--- config.mk ---
export PLATFORM = sky130hd
export DESIGN_NAME = xrv_muldiv_ctrl
export DESIGN_NICKNAME = d
export VERILOG_FILES = /design/src/rtl/xrv_pkg.sv /design/src/rtl/xrv_div_special.sv /design/src/rtl/xrv_muldiv_ctrl.sv
export SDC_FILE = /design/constraint.sdc
export NUM_CORES = 1
export LEC_CHECK = 0
export BUFFER_PORTS_ARGS = -buffer_cell sky130_fd_sc_hd__buf_4
export CAP_MARGIN = 20
export CELL_PAD_IN_SITES_DETAIL_PLACEMENT = 2
export CELL_PAD_IN_SITES_GLOBAL_PLACEMENT = 2
export CORE_ASPECT_RATIO = 1.5
export CORE_MARGIN = 2
export CORE_UTILIZATION = 29
export DETAILED_ROUTE_END_ITERATION = 7
export HOLD_SLACK_MARGIN = 0.02
export PLACE_DENSITY = 0.88
export RECOVER_POWER = 50
export SLEW_MARGIN = 20
export SYNTH_ARGS = -nofsm -noshare
export SYNTH_HDL_FRONTEND = slang
export SYNTH_HIERARCHICAL = 1
export SYNTH_SLANG_ARGS = --single-unit
--- constraint.sdc ---
create_clock -name clk -period 5.14 [get_ports clk]
set_input_delay 0.771 -clock clk [delete_from_list [all_inputs] [get_ports clk]]
set_output_delay 0.771 -clock clk [all_outputs]
set_load 0.02 [all_outputs]
--- src/rtl/xrv_pkg.sv ---
// Shared types and constants for the RV32M issue/control block.
// Holds the funct3 decode, the control FSM states and the fixed divide results.
package xrv_pkg;

  typedef enum logic [2:0] {
    OP_MUL    = 3'd0,
    OP_MULH   = 3'd1,
    OP_MULHSU = 3'd2,
    OP_MULHU  = 3'd3,
    OP_DIV    = 3'd4,
    OP_DIVU   = 3'd5,
    OP_REM    = 3'd6,
    OP_REMU   = 3'd7
  } muldiv_op_e;

  typedef enum logic [2:0] {
    ST_IDLE     = 3'd0,
    ST_MUL_WAIT = 3'd1,
    ST_DIV_WAIT = 3'd2,
    ST_DRAIN    = 3'd3,
    ST_RESP     = 3'd4
  } muldiv_state_e;

  localparam logic [31:0] DIV0_Q  = 32'hFFFF_FFFF;
  localparam logic [31:0] INT_MIN = 32'h8000_0000;

endpackage

--- src/rtl/xrv_div_special.sv ---
// Combinational detection of divide cases resolved without the divider engine:
// divide-by-zero and signed INT_MIN / -1 overflow, with their architectural results.
module xrv_div_special
  import xrv_pkg::*;
#(
  parameter int XLEN = 32
) (
  input  logic [XLEN-1:0] i_rs1,
  input  logic [XLEN-1:0] i_rs2,
  input  logic [2:0]      i_funct3,
  output logic            o_is_special,
  output logic [XLEN-1:0] o_special_result
);

  muldiv_op_e w_op;
  logic       w_div0;
  logic       w_ovf;

  assign w_op   = muldiv_op_e'(i_funct3);
  assign w_div0 = (i_rs2 == '0);
  assign w_ovf  = (i_rs1 == XLEN'(INT_MIN)) && (i_rs2 == {XLEN{1'b1}});

  always_comb begin
    o_is_special     = 1'b0;
    o_special_result = '0;
    unique case (w_op)
      OP_DIV: begin
        o_is_special     = w_div0 | w_ovf;
        o_special_result = w_div0 ? XLEN'(DIV0_Q) : XLEN'(INT_MIN);
      end
      OP_DIVU: begin
        o_is_special     = w_div0;
        o_special_result = XLEN'(DIV0_Q);
      end
      OP_REM: begin
        // overflow remainder is zero, which is already the default result
        o_is_special     = w_div0 | w_ovf;
        o_special_result = w_div0 ? i_rs1 : '0;
      end
      OP_REMU: begin
        o_is_special     = w_div0;
        o_special_result = i_rs1;
      end
      default: begin
        o_is_special     = 1'b0;
        o_special_result = '0;
      end
    endcase
  end

endmodule

--- src/rtl/xrv_muldiv_ctrl.sv ---
// Issue stage for RV32M ops: captures operands, pulses the mult/div engine, resolves
// divide special cases locally and holds the result until writeback takes it.
module xrv_muldiv_ctrl
  import xrv_pkg::*;
#(
  parameter int XLEN        = 32,
  parameter int WDOG_CYCLES = 63
) (
  input  logic            clk,
  input  logic            rstb,
  input  logic            i_ex_valid,
  output logic            o_ex_ready,
  input  logic [2:0]      i_ex_funct3,
  input  logic [XLEN-1:0] i_ex_rs1,
  input  logic [XLEN-1:0] i_ex_rs2,
  input  logic [4:0]      i_ex_rd,
  input  logic            i_flush,
  output logic [XLEN-1:0] o_mul_a,
  output logic [XLEN-1:0] o_mul_b,
  output logic [2:0]      o_mul_type,
  output logic            o_mul_valid,
  input  logic [XLEN-1:0] i_mul_result,
  input  logic            i_mul_result_valid,
  output logic [XLEN-1:0] o_div_dividend,
  output logic [XLEN-1:0] o_div_divisor,
  output logic            o_div_is_sign,
  output logic            o_div_optype,
  output logic            o_div_valid,
  input  logic [XLEN-1:0] i_div_result,
  input  logic            i_div_result_valid,
  output logic            o_wb_valid,
  input  logic            i_wb_ready,
  output logic [4:0]      o_wb_rd,
  output logic [XLEN-1:0] o_wb_data,
  output logic            o_busy,
  output logic            o_wdog_err
);

  muldiv_state_e   r_state;
  muldiv_state_e   w_state_nxt;
  logic [5:0]      r_wdog;
  logic [XLEN-1:0] r_rs1;
  logic [XLEN-1:0] r_rs2;
  logic [4:0]      r_rd;
  logic            r_is_div;
  logic [2:0]      r_mul_type;
  logic            r_div_is_sign;
  logic            r_div_optype;
  logic            r_mul_valid;
  logic            r_div_valid;
  logic [XLEN-1:0] r_wb_data;
  logic            r_wdog_err;

  logic            w_accept;
  logic            w_is_mul;
  logic            w_special;
  logic [XLEN-1:0] w_special_res;
  logic            w_res_vld;
  logic [XLEN-1:0] w_res_dat;
  logic            w_wdog_exp;
  logic            w_wdog_clr;
  logic            w_set_err;
  logic            w_ld_res;
  logic            w_ld_zero;

  xrv_div_special #(
    .XLEN (XLEN)
  ) u_div_special (
    .i_rs1            (i_ex_rs1),
    .i_rs2            (i_ex_rs2),
    .i_funct3         (i_ex_funct3),
    .o_is_special     (w_special),
    .o_special_result (w_special_res)
  );

  assign o_ex_ready = (r_state == ST_IDLE) & ~i_flush;
  assign w_accept   = i_ex_valid & o_ex_ready;
  assign w_is_mul   = ~i_ex_funct3[2];

  // Only the engine that was started for the op in flight can complete it.
  assign w_res_vld  = r_is_div ? i_div_result_valid : i_mul_result_valid;
  assign w_res_dat  = r_is_div ? i_div_result : i_mul_result;
  assign w_wdog_exp = (r_wdog == 6'(WDOG_CYCLES));

  always_comb begin
    w_state_nxt = r_state;
    w_wdog_clr  = 1'b0;
    w_set_err   = 1'b0;
    w_ld_res    = 1'b0;
    w_ld_zero   = 1'b0;
    unique case (r_state)
      ST_IDLE: begin
        if (w_accept) begin
          w_wdog_clr = 1'b1;
          if (w_is_mul)       w_state_nxt = ST_MUL_WAIT;
          else if (w_special) w_state_nxt = ST_RESP;
          else                w_state_nxt = ST_DIV_WAIT;
        end
      end
      ST_MUL_WAIT, ST_DIV_WAIT: begin
        // A result landing with the flush is already the discarded one; no drain needed.
        if (w_res_vld) begin
          w_state_nxt = i_flush ? ST_IDLE : ST_RESP;
          w_ld_res    = ~i_flush;
        end else if (i_flush) begin
          w_state_nxt = ST_DRAIN;
          w_wdog_clr  = 1'b1;
        end else if (w_wdog_exp) begin
          w_state_nxt = ST_RESP;
          w_set_err   = 1'b1;
          w_ld_zero   = 1'b1;
        end
      end
      ST_DRAIN: begin
        if (w_res_vld) begin
          w_state_nxt = ST_IDLE;
        end else if (w_wdog_exp) begin
          w_state_nxt = ST_IDLE;
          w_set_err   = 1'b1;
        end
      end
      ST_RESP: begin
        if (i_wb_ready | i_flush) w_state_nxt = ST_IDLE;
      end
      default: w_state_nxt = ST_IDLE;
    endcase
  end

  always_ff @(posedge clk or negedge rstb) begin
    if (!rstb) begin
      r_state <= ST_IDLE;
      r_wdog  <= '0;
    end else begin
      r_state <= w_state_nxt;
      if (w_wdog_clr)
        r_wdog <= '0;
      else if (r_state == ST_MUL_WAIT || r_state == ST_DIV_WAIT || r_state == ST_DRAIN)
        r_wdog <= r_wdog + 6'd1;
    end
  end

  always_ff @(posedge clk or negedge rstb) begin
    if (!rstb) begin
      r_rs1         <= '0;
      r_rs2         <= '0;
      r_rd          <= '0;
      r_is_div      <= 1'b0;
      r_mul_type    <= '0;
      r_div_is_sign <= 1'b0;
      r_div_optype  <= 1'b0;
      r_mul_valid   <= 1'b0;
      r_div_valid   <= 1'b0;
      r_wb_data     <= '0;
      r_wdog_err    <= 1'b0;
    end else begin
      r_mul_valid <= w_accept & w_is_mul;
      r_div_valid <= w_accept & ~w_is_mul & ~w_special;
      if (w_accept) begin
        r_rs1         <= i_ex_rs1;
        r_rs2         <= i_ex_rs2;
        r_rd          <= i_ex_rd;
        r_is_div      <= ~w_is_mul;
        r_mul_type    <= {1'b0, i_ex_funct3[1:0]};
        r_div_is_sign <= ~i_ex_funct3[0];
        r_div_optype  <= i_ex_funct3[1];
        // Preloaded with the shortcut value; engine ops overwrite it on completion.
        r_wb_data     <= w_special_res;
      end else if (w_ld_res) begin
        r_wb_data <= w_res_dat;
      end else if (w_ld_zero) begin
        r_wb_data <= '0;
      end
      if (w_set_err) r_wdog_err <= 1'b1;
    end
  end

  assign o_mul_a        = r_rs1;
  assign o_mul_b        = r_rs2;
  assign o_mul_type     = r_mul_type;
  assign o_mul_valid    = r_mul_valid;
  assign o_div_dividend = r_rs1;
  assign o_div_divisor  = r_rs2;
  assign o_div_is_sign  = r_div_is_sign;
  assign o_div_optype   = r_div_optype;
  assign o_div_valid    = r_div_valid;
  assign o_wb_valid     = (r_state == ST_RESP);
  assign o_wb_rd        = r_rd;
  assign o_wb_data      = r_wb_data;
  assign o_busy         = (r_state != ST_IDLE);
  assign o_wdog_err     = r_wdog_err;

endmodule

======== Word level (Yosys, flattened, before mapping) ========
Cells that the tools add are included.
operators by class
  reductions and logical operators ........ 12
  add/subtract/negate cells ............... 1
  bitwise gates (word level) .............. 11
  eq/ne operators ......................... 15
  muxes and demuxes ....................... 34
operator list
  cell                    count
  $mux W32                5
  $pmux W32 S4            1
  $eq A32 B32 Y1 const B  2
  $logic_not A32 Y1       1
  $mux W31                1
  $mux W3                 10
  $eq A3 B3 Y1 const B    5
  $mux W6                 2
  $pmux W3 S4             1
  $mux W1                 11
  $add A6 B1 Y6 const B   1
  $eq A3 B2 Y1 const B    2
  $eq A6 B6 Y1 const B    1
  $pmux W1 S2             3
  $reduce_bool A3 Y1      2
  $reduce_or A2 Y1        3
  $and A1 B1 Y1           5
  $ne A4 B4 Y1 const B    1
  $not A1 Y1              4
  $reduce_and A4 Y1       1
  $eq A3 B1 Y1 const B    1
  $logic_not A3 Y1        1
  $ne A3 B3 Y1 const B    1
  $logic_or A1 B1 Y1      2
  5 further kinds         6
word-level totals
  flip-flop bits (word level) ............. 118
  bits of input ports ..................... 143
  output and inout bits ................... 176
  logic and storage cells ................. 86

======== Longest topological paths before layout ========
Gate-level depths: netlist of run 1.
  depth in word-level cells ............... 8
  mapped depth ............................ 8
  depth with buffers taken out ............ 7

======== Modules after synthesis ========
The synthesis of run 1 kept the hierarchy.
modules (own cells, without submodules)
  module           instances  area each (µm²)  seq. area each (µm²)  cells an instance
  xrv_muldiv_ctrl  1          5,856.9          2,927.8               583
  xrv_div_special  1          658.1            0.0                   83

======== Least setup slack after synthesis of run 1 ========
Ideal clock, no wire load.
  kind .................................... in2reg
  start point ............................. input port i_ex_rs1[23]
  end point ............................... register r_state[1]
  cell stages on the path ................. 7
  path slack .............................. 2.668 ns
  buffers on the path ..................... 0
  arrival time ............................ 2.345 ns
  data required time ...................... 5.012 ns
  setup time .............................. 0.128 ns
  path through ............................ or2_0 > or4_1 > nor4_1 > a22o_1 > nand2b_1 > o21ai_0 > mux2_1
on the way
  cells in the longest elaborated chain, start to end .. 8
RTL lines
  item                    line                                          RTL
  start: declaration      xrv_muldiv_ctrl.sv:14                         input logic [XLEN-1:0] i_ex_rs1,
  $eq A32 B32 Y1          xrv_div_special.sv:21                         assign w_ovf = (i_rs1 == XLEN'(INT_MIN)) && (i_rs2 == {XLEN{1'b1}});
  $logic_and A1 B1 Y1     xrv_div_special.sv:21
  $or A1 B1 Y1            xrv_div_special.sv:28, xrv_div_special.sv:37
  $pmux W1 S2             xrv_div_special.sv:26                         unique case (w_op)
  via w_special           xrv_muldiv_ctrl.sv:56                         logic w_special;
  $mux W3                 xrv_muldiv_ctrl.sv:96                         else if (w_special) w_state_nxt = ST_RESP;
  $mux W3                 xrv_muldiv_ctrl.sv:95                         if (w_is_mul) w_state_nxt = ST_MUL_WAIT;
  $mux W3                 xrv_muldiv_ctrl.sv:93                         if (w_accept) begin
  $pmux W3 S4             xrv_muldiv_ctrl.sv:91                         unique case (r_state)
  end signal: assignment  xrv_muldiv_ctrl.sv:134                        r_state <= w_state_nxt;
  end: declaration        xrv_muldiv_ctrl.sv:39                         muldiv_state_e r_state;
The timed path passes the listed nets, and every way through them passes these cells. The select of a mux whose other input is x is not followed.
A chain may end at the register's enable or synchronous reset.

======== Worst setup path in the final report of run 1 ========
  start point ............................. input port i_ex_rs2[16]
  end point ............................... register r_state[1]
on the way
  cells in the longest elaborated chain, start to end .. 8
  elaborated cells on any way between the ends .. 9
  classes of those cells .................. eq/ne (1); mux (5); bitwise (1); reduce/logical (2)
RTL lines
  item                 line                                          RTL
  start: declaration   xrv_muldiv_ctrl.sv:15                         input logic [XLEN-1:0] i_ex_rs2,
  $eq A32 B32 Y1       xrv_div_special.sv:21
  $logic_and A1 B1 Y1  xrv_div_special.sv:21
  $or A1 B1 Y1         xrv_div_special.sv:28, xrv_div_special.sv:37
  $pmux W1 S2 *        xrv_div_special.sv:26
  via w_special        xrv_muldiv_ctrl.sv:56
  $mux W3 *            xrv_muldiv_ctrl.sv:96
  $mux W3 *            xrv_muldiv_ctrl.sv:95
  $mux W3 *            xrv_muldiv_ctrl.sv:93
  $pmux W3 S4 *        xrv_muldiv_ctrl.sv:91
The timed path passes the listed nets; every way through them passes the cells marked *. The select of a mux whose other input is x is not followed.

==> run summary, run 1 <==
status: finished clean
Clock Sinks: 117
setup TNS: 0 ns
Syn-to-layout area delta: 34.8%
drt pass-1 iters: 4
nets@finish: 1042
CP Class: input pin to flop
fin crit period: 2.86 ns
Lkg Pwr: 0.00436 µW
clock root buffer: clkbuf_16
RSZ-0062 raised after global routing: no
PwrDens: 637 nW/µm²
Fin. Hold Viols: 0
Design Power: 5590 µW
Via density: 5.01
first-pass GRT wire length: 40.5 mm
FMAX: 349 MHz
cts repair resizes: 0
post-CTS setup buffer count: 0
skew final: 0.0101 ns
Main synth FF type: dfrtp_1
largest net degree at the start of global routing: 87
Max Cap Violations: 0
initial detailed-routing violation count: 292
Hold Buf Count CTS: 0
via count: 5952
Synth top area share: 0.449
Slew Limit Fails: 0
CP endpoint kind: flop
vias in the first global route: 6742
VDD IR max: 0.000252 V
initial antenna violation count: 1
Netlist cell types: 45
yosys warns: 6
Clk pin slew, worst setup/hold paths: 0.05 ns
Post-synth EDFFs: 0
Avg Cell Area, Syn: 9.78 µm²
layout cells sized above 1: 0.370
DRT antenna net count: 0
top-count cell post-synth: nand2_1
DP Wirelength: 19.8 mm
IO Pins: 319
register area share after synthesis: 0.449
Core Region: 22200 µm²
Core Rows: 67
#FFs+latches synth: 117
Startpoint Class: input pin
port bufs: 317
Max Root-Sink Buffers: 2
Worst R2R Path Depth: 5
Setup-failing EPs final: 0
Worst Path Required: 5.42 ns
Avg WL per Cell: 22.1 µm
Initial Util: 0.293
grt ovf: 0
ys async rst share: 1.00
Num CTS Buffers: 17
CP Max Fanout: 33
most frequent cells after synthesis: nand2_1 (224), dfrtp_1 (117), buf_4 (66)
Residual DRC: 0
worst skew pair latency: 0.41 ns
Final Cycle Share: 0.557
Hold Path Class: flop to flop
full die area: 23700 µm²
Die H: 188 µm
htree depth: 4
Syn Std Cell Area: 6510 µm²
Mapped Cells: 666
DIE WIDTH: 126 µm
ranking of synthesized cells by area: dfrtp_1 (45%), nand2_1 (13%), buf_4 (7.6%)
drt total wl: 26.2 mm
# fillers: 2521
worst-margin pin slew: 1.01 ns
Net Count, Synth: 810
Min-Delay Path Depth: 2
CP arrival: 3.14 ns
gp weighted congestion: 0.809
CTS tree: done
slew margin rel.: 0.328
GRT Total Usage: 0.220
area leader, netlist: dfrtp_1
-- layout make-up --
class | instances | area (µm²) | area share
antenna | 1 | 2.50 | 0.000285
inverter | 1 | 3.75 | 0.000427
multi-input combinational | 437 | 2880 | 0.328
tap | 276 | 345 | 0.0393
clock inverter | 10 | 60.1 | 0.00684
sequential | 117 | 2930 | 0.334
timing repair buffer | 324 | 2110 | 0.240
clock buffer | 21 | 450 | 0.0513
-- cell usage in the layout (no fill, tap or decap), types with 2 or more instances in the layout --
cell type   netlist  final
buf_4            66    237
nand2_1         224    224
dfrtp_1         117    116
clkbuf_1         19     90
mux2i_1          32     32
o2bb2ai_1        32     32
mux2_4           31     31
o221a_2          31     31
clkbuf_16         0     17
nor4_1           15     16
nand4_1          11     11
nor2_1           11     10
o21ai_0           6      6
clkinv_2          0      6
xor2_1            5      5
clkinvlp_4        0      4
nand3_1           4      3
nand2b_1          2      2
and3_1            3      2
mux2_2            2      2
mux2_1            2      2
a22o_1            2      2
nand4b_1          2      2
nor4b_1           2      2
-- path summary, 6_finish.rpt --
kind | startpoint | endpoint | slack (ns)
worst max register to register | r_state[2] | o_wb_data[31] | 2.43
worst max-delay path | i_ex_rs2[16] | r_state[1] | 2.28
max in group asynchronous | rstb | o_wb_data[24] | 3.31
worst min register to register | o_wb_rd[1] | o_wb_rd[1] | 0.48
min in group asynchronous | rstb | r_wdog[3] | 0.49
worst min-delay path | o_wb_rd[1] | o_wb_rd[1] | 0.48
-- report_power, final --
group | internal [µW] | switching (µW) | total, µW
Clock | 620 | 435 | 1060
Combinational | 1070 | 1770 | 2840
Sequential | 1330 | 364 | 1700
Total | 3020 | 2570 | 5590
-- cell families (layout without fill, tap and decap cells) --
kind of cell,Yosys count,count (layout),share of synthesized area
AND/OR/NAND/NOR,283,283,0.184
buffers and inverters,112,356,0.111
multiplexers,67,67,0.128
flip-flops,117,117,0.449
AO/OA/AOI/OAI,79,79,0.118
adder cells (fa/ha/maj),1,1,0.00192
other,1,2,0.000576
XOR/XNOR,6,6,0.00807
-- sequential cells by signal, summed over array words and instances (netlist names), 3 cells and up --
register        count
o_div_divisor      32
o_wb_rd             5
o_wb_data          32
r_wdog              6
r_state             3
o_div_dividend     32
-- stage by stage --
| stage | worst slack, ns | std cells | hold WS (ns) | utilization | area, µm² |
|---|---|---|---|---|---|
| global route | 2.10 | 1187 | 0.510 | 0.395 | 8780 |
| CTS | 2.23 | 1186 | 0.207 | 0.410 | 9110 |
| floorplan | 2.67 | 666 | 0.475 | - | 6520 |
| detailed placement | 1.88 | 1155 | 0.481 | 0.387 | 8600 |
| finish | 2.28 | 1187 | 0.484 | 0.395 | 8780 |
| global placement | 1.94 | 1155 | 0.459 | 0.387 | 8600 |
-- metal layers --
metal / wire (µm) / vias up / track usage
met2: 14700 / 205 / 0.416
met4: 554 / 0 / 0.0680
met1: 9750 / 3024 / 0.242
met5: 0 / - / 0
met3: 1220 / 27 / 0.0448
li1: - / 2696 / -
-- critical path: stages --
cell,delay (ns)
buf_4,0.12
nor4_1,0.43
nand4_1,0.22
nor2_4,0.73
a22o_1,0.30
nand2b_1,0.13
o21ai_0,0.08
mux2_1,0.31
Note: power is estimated with default switching activity, not from simulation.
==> run 2: changes to the inputs <==
Settings changed: CORE_UTILIZATION 29 to 24, PLACE_DENSITY 0.88 to 0.78.
Clock period 5.14 ns to 2.4 ns, I/O delays scaled along.
==> run 2 against run 1 <==
Effect of this change: clock power up 140%; die area up 20%; cell count up 6.8%; cell area up 4.2%; critical path type is now flop to flop.
==> run summary, run 2 (synthesis gave the netlist of run 1 again) <==
status: finished clean
Num CTS Buffers: 17
IO Pins: 319
CP Class: flop to flop
Initial Util: 0.245
CP Max Fanout: 10
Lkg Pwr: 0.00452 µW
Core Rows: 73
worst hold slack: 0.133 ns
DP Wirelength: 20.5 mm
Die H: 206 µm
CP endpoint kind: flop
reg2reg start: r_wdog[0]
Max Root-Sink Buffers: 2
worst-margin pin slew: 0.969 ns
# fillers: 2992
Worst Path Required: 2.70 ns
Clock Sinks: 117
Fin. Hold Viols: 0
Max Cap Violations: 0
Avg WL per Cell: 21.6 µm
Startpoint Class: flop
full die area: 28500 µm²
Syn-to-layout area delta: 40.5%
commonest non-fill, non-tap cell in the layout: buf_4
grt ovf: 0
skew final: 0.0105 ns
Clk pin slew, worst setup/hold paths: 0.06 ns
CP startpoint: r_wdog[0]
FMAX: 480 MHz
Setup-failing EPs final: 0
Residual DRC: 0
Slew Limit Fails: 0
CP arrival: 2.38 ns
Final Cycle Share: 0.868
Setup WS pre-CTS: -0.142 ns
layout cells sized above 1: 0.386
PwrDens: 1360 nW/µm²
Hold Path Class: input pin to flop
hold_sp: i_ex_rd[1]
VDD IR max: 0.000491 V
GRT Total Usage: 0.189
antenna cells: 0
Core Region: 26600 µm²
Sequential cell area: 2930 µm²
DIE WIDTH: 139 µm
vias in the first global route: 6687
Via density: 4.72
first-pass GRT wire length: 41.2 mm
Design Power: 12500 µW
via count: 5990
drt pass-1 iters: 4
Post-Place Cells: 1235
worst skew pair latency: 0.42 ns
post-route insts no fill: 1268
CTS tree: done
nets@finish: 1062
slew margin rel.: 0.354
initial detailed-routing violation count: 175
largest net degree at the start of global routing: 67
DRT antenna net count: 0
clock root buffer: clkbuf_16
drt total wl: 27.4 mm
htree depth: 4
port bufs: 317
RSZ-0062 raised after global routing: no
fin crit period: 2.08 ns
most frequent cells in the layout: buf_4 (249), nand2_1 (224), dfrtp_1 (116)
gp weighted congestion: 0.740
post-CTS setup buffer count: 0
fin worst setup slack: 0.318 ns
area of the multi-input gates: 2890 µm²
initial antenna violation count: 0
[run 2: cell count changes in the layout (fill, tap and decap cells not counted), moves of 2 or more]
cell        delta
bufinv_16      +2
buf_4         +12
clkinvlp_4     -2
buf_12         +5
clkbuf_8       +3
[run 2: timing repair]
action / CTS / global route
endpoints found under the hold margin: 24 / 0
hold buffers: 1 / 0
gates resized for setup: 0 / 0
endpoints found under the setup margin: 0 / 0
[run 2: path summary, 6_finish.rpt]
path	cells past startpoint	to	slack, ns
min in group asynchronous	2	o_wb_data[25]	0.39
max in group asynchronous	3	r_is_div	0.64
worst max-delay path	6	o_wb_data[3]	0.32
worst min register to register	2	o_wb_rd[0]	0.47
worst min-delay path	3	o_wb_rd[1]	0.13
worst max register to register	6	o_wb_data[3]	0.32
[run 2: area by class of cell]
class,instances,share of cell area
Clock inverter,9,0.0109
Clock buffer,23,0.0533
Inverter,1,0.000410
Sequential cell,117,0.320
Multi-Input combinational cell,437,0.316
Tap cell,337,0.0461
Timing Repair Buffer,344,0.253
[run 2: critical path, stage by stage, from the launching register on]
cell and delay, ns:
dfrtp_1 0.39, ha_1 0.20, and3_1 0.27, a31oi_4 0.12
o21ai_4 0.43, buf_12 0.22, mux2_4 0.31
[run 2: stage by stage]
step | area (µm²) | setup TNS [ns] | util
finish | 9150 | 0 | 0.344
global route | 9150 | 0 | 0.344
CTS | 9490 | 0 | 0.357
detailed placement | 8890 | -0.142 | 0.335
global placement | 8890 | -0.0840 | 0.335
floorplan | 6520 | 0 | -
[run 2: per-layer routing]
layer	GRT usage	up-vias	share of wire
met3	0.0361	23	0.047
met2	0.364	198	0.57
met5	0	-	0
met4	0.0605	0	0.018
li1	-	2744	-
met1	0.208	3025	0.37
[run 2: power breakdown]
part           internal (µW)  switching, µW
sequential              2860            777
clock                   1630            958
combinational           2400           3840
total                   6890           5580
